### config.mk
export PLATFORM = sky130hd
export DESIGN_NAME = subckt_sweep_ctrl
export DESIGN_NICKNAME = d
export VERILOG_FILES = /design/src/rtl/subckt_sweep_ctrl.sv
export SDC_FILE = /design/constraint.sdc
export NUM_CORES = 1
export LEC_CHECK = 0
export CAP_MARGIN = 20
export CORE_UTILIZATION = 40
export DETAILED_ROUTE_END_ITERATION = 8
export GPL_ROUTABILITY_DRIVEN = 0
export PLACE_DENSITY = 0.61
export SETUP_SLACK_MARGIN = 0.3
export SYNTH_ARGS = -nofsm -noshare
export SYNTH_HDL_FRONTEND = slang
export SYNTH_SLANG_ARGS = --single-unit
### constraint.sdc
create_clock -name clk -period 3.9 [get_ports clk]
set_clock_uncertainty 0.05 [all_clocks]
set_input_delay 0.585 -clock clk [delete_from_list [all_inputs] [get_ports clk]]
set_output_delay 0.585 -clock clk [all_outputs]
set_load 0.01 [all_outputs]
### src/rtl/subckt_sweep_ctrl.sv
// subckt_sweep_ctrl
//   Exhaustively sweeps all 2^NUM_IN input vectors into an external
//   combinational sub-circuit. Each vector is held for SETTLE cycles,
//   then the sub-circuit output is sampled. The block accumulates the
//   truth table and two toggle counts that act as a switching-activity proxy.
//
//   Optional build macro: SWEEP_GRAY_ORDER_EN
//     defined   -> vectors are applied in Gray-code order, k ^ (k >> 1)
//     undefined -> vectors are applied in binary order, k
//
// Parameters
//   NUM_IN  sub-circuit input count (1..6)
//   SETTLE  hold cycles before each sample (0..15)
//   CNT_W   toggle counter width (counters saturate)
//
// Ports
//   clk, rst        clock; synchronous active-high reset
//   start_i         begin a sweep (accepted in IDLE only)
//   abort_i         cancel a sweep (any non-IDLE state)
//   dut_out_i       sub-circuit output
//   vec_o           vector driven onto the sub-circuit inputs
//   busy_o          sweep in progress
//   done_o          one-cycle completion pulse
//   valid_o         results complete; held until the next start or reset
//   truth_o         bit v = sampled output for vector v
//   out_toggles_o   output changes between consecutive samples
//   in_toggles_o    summed Hamming distance between consecutive vectors
module subckt_sweep_ctrl #(
  parameter int NUM_IN = 4,
  parameter int SETTLE = 1,
  parameter int CNT_W  = 8
) (
  input  logic                     clk,
  input  logic                     rst,
  input  logic                     start_i,
  input  logic                     abort_i,
  input  logic                     dut_out_i,
  output logic [NUM_IN-1:0]        vec_o,
  output logic                     busy_o,
  output logic                     done_o,
  output logic                     valid_o,
  output logic [(1<<NUM_IN)-1:0]   truth_o,
  output logic [CNT_W-1:0]         out_toggles_o,
  output logic [CNT_W-1:0]         in_toggles_o
);

  typedef enum logic [1:0] {S_IDLE, S_SETTLE, S_SAMPLE, S_DONE} state_t;

  state_t              state, state_nxt;
  logic [NUM_IN-1:0]   k;
  logic [NUM_IN-1:0]   prev_vec;
  logic                prev_out;
  logic [3:0]          settle_cnt;
  logic                last_k;
  logic                settle_end;
  logic [3:0]          hamming;

  // Map step index to applied vector.
  function automatic logic [NUM_IN-1:0] order(input logic [NUM_IN-1:0] idx);
`ifdef SWEEP_GRAY_ORDER_EN
    return idx ^ (idx >> 1);
`else
    return idx;
`endif
  endfunction

  // Saturating add. The sum is widened so that a small CNT_W cannot wrap
  // before the clamp is applied.
  function automatic logic [CNT_W-1:0] sat_add(input logic [CNT_W-1:0] a,
                                               input logic [3:0]       b);
    logic [CNT_W+3:0] s;
    logic [CNT_W+3:0] lim;
    s   = (CNT_W+4)'(a) + (CNT_W+4)'(b);
    lim = (CNT_W+4)'({CNT_W{1'b1}});
    return (s > lim) ? {CNT_W{1'b1}} : s[CNT_W-1:0];
  endfunction

  assign last_k     = &k;
  // With SETTLE=0 the SETTLE state is never entered, so the all-ones
  // compare value produced by the cast is harmless.
  assign settle_end = (settle_cnt == 4'(SETTLE - 1));
  assign hamming    = 4'($countones(vec_o ^ prev_vec));

  // State register
  always_ff @(posedge clk) begin
    if (rst) state <= S_IDLE;
    else     state <= state_nxt;
  end

  // Next state and decoded outputs
  always_comb begin
    state_nxt = state;
    busy_o    = 1'b0;
    done_o    = 1'b0;
    case (state)
      S_IDLE: begin
        // start wins over a simultaneous abort here because abort is ignored in IDLE
        if (start_i) state_nxt = (SETTLE == 0) ? S_SAMPLE : S_SETTLE;
      end
      S_SETTLE: begin
        busy_o = 1'b1;
        if (abort_i)         state_nxt = S_IDLE;
        else if (settle_end) state_nxt = S_SAMPLE;
      end
      S_SAMPLE: begin
        busy_o = 1'b1;
        if (abort_i)     state_nxt = S_IDLE;
        else if (last_k) state_nxt = S_DONE;
        else             state_nxt = (SETTLE == 0) ? S_SAMPLE : S_SETTLE;
      end
      S_DONE: begin
        done_o    = 1'b1;
        state_nxt = S_IDLE;
      end
      default: state_nxt = S_IDLE;
    endcase
  end

  // Datapath: vector, truth table, counters
  always_ff @(posedge clk) begin
    if (rst) begin
      k             <= '0;
      prev_vec      <= '0;
      prev_out      <= 1'b0;
      settle_cnt    <= '0;
      vec_o         <= '0;
      valid_o       <= 1'b0;
      truth_o       <= '0;
      out_toggles_o <= '0;
      in_toggles_o  <= '0;
    end else begin
      case (state)
        S_IDLE: begin
          if (start_i) begin
            k             <= '0;
            vec_o         <= order('0);
            settle_cnt    <= '0;
            valid_o       <= 1'b0;
            truth_o       <= '0;
            out_toggles_o <= '0;
            in_toggles_o  <= '0;
          end
        end
        S_SETTLE: begin
          if (abort_i) begin
            vec_o   <= '0;
            valid_o <= 1'b0;
          end else begin
            settle_cnt <= settle_cnt + 4'd1;
          end
        end
        S_SAMPLE: begin
          if (abort_i) begin
            vec_o   <= '0;
            valid_o <= 1'b0;
          end else begin
            truth_o[vec_o] <= dut_out_i;
            prev_out       <= dut_out_i;
            prev_vec       <= vec_o;
            // The first sample has no predecessor to compare against.
            if (k != '0) begin
              out_toggles_o <= sat_add(out_toggles_o, {3'b000, dut_out_i ^ prev_out});
              in_toggles_o  <= sat_add(in_toggles_o, hamming);
            end
            if (last_k) begin
              valid_o <= 1'b1;
              vec_o   <= '0;
            end else begin
              k          <= k + 1'b1;
              vec_o      <= order(k + 1'b1);
              settle_cnt <= '0;
            end
          end
        end
        S_DONE: begin
          if (abort_i) valid_o <= 1'b0;
        end
        default: ;
      endcase
    end
  end

endmodule

==> results.toml <==
[run_status]
run_status = "completed"

[logic_synthesis]
synthesis.area_um2 = 2840
count_of_flip_flops_with_a_built_in_enable_after_synthesis = 0
synth_seq_area_share_pct = 36.7
synthesis.area_per_instance_um2 = 8.23
synth.ff_latch_count = 52
synth_largest_area_cell = "sky130_fd_sc_hd__dfxtp_1"
postSynth.asyncResetShare_pct = 0
synth_area_leaders = "sky130_fd_sc_hd__dfxtp_1 (37%), sky130_fd_sc_hd__a21oi_1 (9.0%), sky130_fd_sc_hd__ha_1 (4.8%)"
synthesis.yosys.warnings = 0
postSynthCellCount = 345
postSynthNetCount = 364
synth_largest_type_area_fraction_pct = 36.7
synth_cell_type_count = 57
synth_ff_type = "sky130_fd_sc_hd__dfxtp_1"

[drt]
finalWirelength_um = 6750
antenna_violating_nets_post_route = 0
route.detailed.vias_per_inst = 5.55
detail_route.drc_violations = 0
average_wire_per_cell_in_the_routed_design_um = 14.2
vias = 2630
drt_first_iter_violations = 116
drtPass1Iterations = 4

[place]
detailed_place.area_um2 = 3300
place.detailed.hpwl_um = 4550
number_of_placed_cells_counting_well_taps = 466
port_buffers = 43

[setup_path]
end_kind = "register"
critPathBufInv = 1
crit-reg2reg-capture = "in_toggles_o[3]$_SDFFE_PP0P_"
reg2reg_from = "vec_o[0]$_SDFFE_PP0P_"
worst_endpoint_data_arrival_time_ns = 3.43
cp_slowest_stage_delay_ns = 0.67
reg2reg_depth = 9
timing.critical_path.cells = "xnor2_1 > fa_1 > inv_1 > fa_1 > fa_1 > and3_1 > and3_1 > o21ai_0 > a211oi_1"
critical_path_required_ns = 4.03
cp_common_cell = "sky130_fd_sc_hd__fa_1"
cp_top_family = "adder cells"
worstSetupPathType = "reg -> reg"
timing.critical_path.fanout_max = 15
worst-r2r-setup-slack_ns = 0.60
kind_of_launch_point_of_the_worst_setup_path = "register"
critical-path-slowest-cell = "sky130_fd_sc_hd__dfxtp_1"

[floorplanning]
floorplan.die_area_um2 = 7440
floorplan.io_pins = 44
floorplan.initialDensity_pct = 41.6
die-width_um = 86.2
rows = 30
core_box_area_um2 = 6830
die_h_um = 86.2

[global_route]
initial_antenna_violation_count = 0
first_pass_grt_wire_length_um = 11200
maximum_number_of_pins_on_one_net_before_global_route_repair = 51
grt_usage_pct = 18.8
globalRouteOverflowTotal = 0
gr-usage-met2_pct = 30.8
global_route.usage.met3_pct = 3.43
use_met1_pct = 25.2
global_route.peak_usage_layer = "met2"
first_global_vias = 2351

[layout]
final_core_util_pct = 49.7
design_area_um2 = 3390
antenna_cells_inserted = 0
syn2layout_area_growth_pct = 19.6
reg_area_um2 = 1040
multi_input_area_um2 = 1630
leading_cell_type_in_the_layout_fill_and_taps_excluded = "sky130_fd_sc_hd__dfxtp_1"
final-instance-count-excl-fill = 474
n_fill_cell = 700
layout.nets = 396
layout_common_cells = "sky130_fd_sc_hd__dfxtp_1 (52), sky130_fd_sc_hd__a21oi_1 (51), sky130_fd_sc_hd__clkdlybuf4s50_1 (43)"
post_route_cells_drive_above_1_share_pct = 5.56

[job]
drv.max_cap_violation_count = 0

[clock_network]
clkLatencyLatePin_ns = 0.32
htree_num_levels = 2
buffer_cell_driving_the_clock_tree_root = "sky130_fd_sc_hd__clkbuf_8"
numCtsBuffers = 5
clkSlewWorstSetupHoldPaths_ns = 0.11
cts_hold_repair.buffers = 0
cts_resized = 0
cts.path.max_buffers = 2
post_cts.repair.setup_buffers = 0
tritoncts = "built"
cts_num_sinks = 52

[sta]
max_freq_ghz = 0.303
timing.max_slew.rel_slack_pct = 44.2
finalCriticalPeriod_ns = 3.30
layout_worst_path_cycle_share_pct = 84.7
final_hold_viol_count = 0
grt_setup_unrepaired = "no"
finalSetupViolations = 0
worstMarginPinSlew_ns = 0.835
tns_ns = 0
final_max_slew_viol_count = 0

[pwr]
power_report.internal_total_w = 0.000703
net-switching-power_w = 0.000289
power_switching_share_pct = 29.1
irDropWorstVdd_mv = 0.148
power_per_cell_area_nw_per_um2 = 292
clock_power_share_pct = 33.8
power.share.sequential_pct = 54.1
power_leakage_nw = 1.15
p_comb_share_pct = 12.1

[hold_path]
timing.hold.worst.class = "reg -> reg"
hold-path-cell-count = 2
hold_path_sink = "prev_vec[3]$_SDFFE_PP0P_"
min-delay-start = "prev_vec[3]$_SDFFE_PP0P_"
[per-layer routing]
layer	part of all wire, %	up-vias
met4	1.0	0
met5	0	-
met2	46	53
met1	49	1255
met3	3.5	8
li1	-	1314
[registers in the layout, indices dropped and copies added (netlist names)]
name / cells
out_toggles_o: 8
prev_out: 1
settle_cnt: 4
prev_vec: 4
in_toggles_o: 8
k: 4
vec_o: 4
state: 2
truth_o: 16
valid_o: 1
[per-stage QoR]
step / total power (W) / setup slack, ns / hold WS (ns)
5_1_grt: 0.00103 / 0.379 / 0.442
6_report: 0.000992 / 0.597 / 0.420
3_3_place_gp: 0.000669 / 0.716 / 0.403
3_5_place_dp: 0.000669 / 0.649 / 0.410
2_1_floorplan: 0.000644 / 0.698 / 0.398
4_1_cts: 0.00100 / 0.614 / 0.424
[Yosys cell counts, types with 4 or more instances]
cell type,number
sky130_fd_sc_hd__a211oi_1,7
sky130_fd_sc_hd__a21oi_1,51
sky130_fd_sc_hd__a31oi_1,11
sky130_fd_sc_hd__and3_1,8
sky130_fd_sc_hd__buf_2,4
sky130_fd_sc_hd__clkbuf_1,11
sky130_fd_sc_hd__dfxtp_1,52
sky130_fd_sc_hd__ha_1,11
sky130_fd_sc_hd__inv_1,14
sky130_fd_sc_hd__nand2_1,35
sky130_fd_sc_hd__nand2b_1,4
sky130_fd_sc_hd__nand3_1,12
sky130_fd_sc_hd__nor2_1,14
sky130_fd_sc_hd__nor2b_1,7
sky130_fd_sc_hd__nor3_1,9
sky130_fd_sc_hd__o211ai_1,7
sky130_fd_sc_hd__o21ai_0,24
sky130_fd_sc_hd__xnor2_1,4
[final cells by class]
cell class                      count  area share, %
Multi-Input combinational cell    257           48.0
Sequential cell                    52           30.7
Timing Repair Buffer               46           13.3
Tap cell                           96           3.54
Clock buffer                        5           2.03
Inverter                           15           1.66
Clock inverter                      3          0.737
[cell families after synthesis]
kind of cell,count (synthesis),synth area share [%]
multiplexers,3,1.06
AND/OR/NAND/NOR,110,20.2
buffers and inverters,36,5.91
adder cells (fa/ha/maj),14,6.96
AO/OA/AOI/OAI,123,27.0
flip-flops,52,36.7
XOR/XNOR,7,2.16
[power groups by stage]
stage	registers, W	clock network (W)	logic [W]
6_report	0.000536	0.000335	0.000120
5_1_grt	0.000537	0.000365	0.000133
4_1_cts	0.000536	0.000344	0.000121
3_5_place_dp	0.000548	0	0.000121
3_3_place_gp	0.000548	0	0.000120
2_1_floorplan	0.000548	0	0.0000967
[worst max-delay path by stage]
stage | from | to | slack, ns | depth (start not counted)
5_1_grt | vec_o[0]$_SDFFE_PP0P_ | in_toggles_o[3]$_SDFFE_PP0P_ | 0.38 | 9
2_1_floorplan | vec_o[0]$_SDFFE_PP0P_ | in_toggles_o[5]$_SDFFE_PP0P_ | 0.70 | 9
3_3_place_gp | vec_o[0]$_SDFFE_PP0P_ | in_toggles_o[5]$_SDFFE_PP0P_ | 0.72 | 8
6_report | vec_o[0]$_SDFFE_PP0P_ | in_toggles_o[3]$_SDFFE_PP0P_ | 0.60 | 9
3_5_place_dp | vec_o[0]$_SDFFE_PP0P_ | in_toggles_o[5]$_SDFFE_PP0P_ | 0.65 | 8
4_1_cts | vec_o[0]$_SDFFE_PP0P_ | in_toggles_o[5]$_SDFFE_PP0P_ | 0.61 | 8
[worst register-to-register path, stage by stage, from the launching register on]
cell and delay [ns]:
sky130_fd_sc_hd__dfxtp_1 0.67, sky130_fd_sc_hd__xnor2_1 0.18, sky130_fd_sc_hd__fa_1 0.53, sky130_fd_sc_hd__inv_1 0.06, sky130_fd_sc_hd__fa_1 0.47, sky130_fd_sc_hd__fa_1 0.46
sky130_fd_sc_hd__and3_1 0.27, sky130_fd_sc_hd__and3_1 0.22, sky130_fd_sc_hd__o21ai_0 0.18, sky130_fd_sc_hd__a211oi_1 0.09
Power figures use the tool's default switching activity.
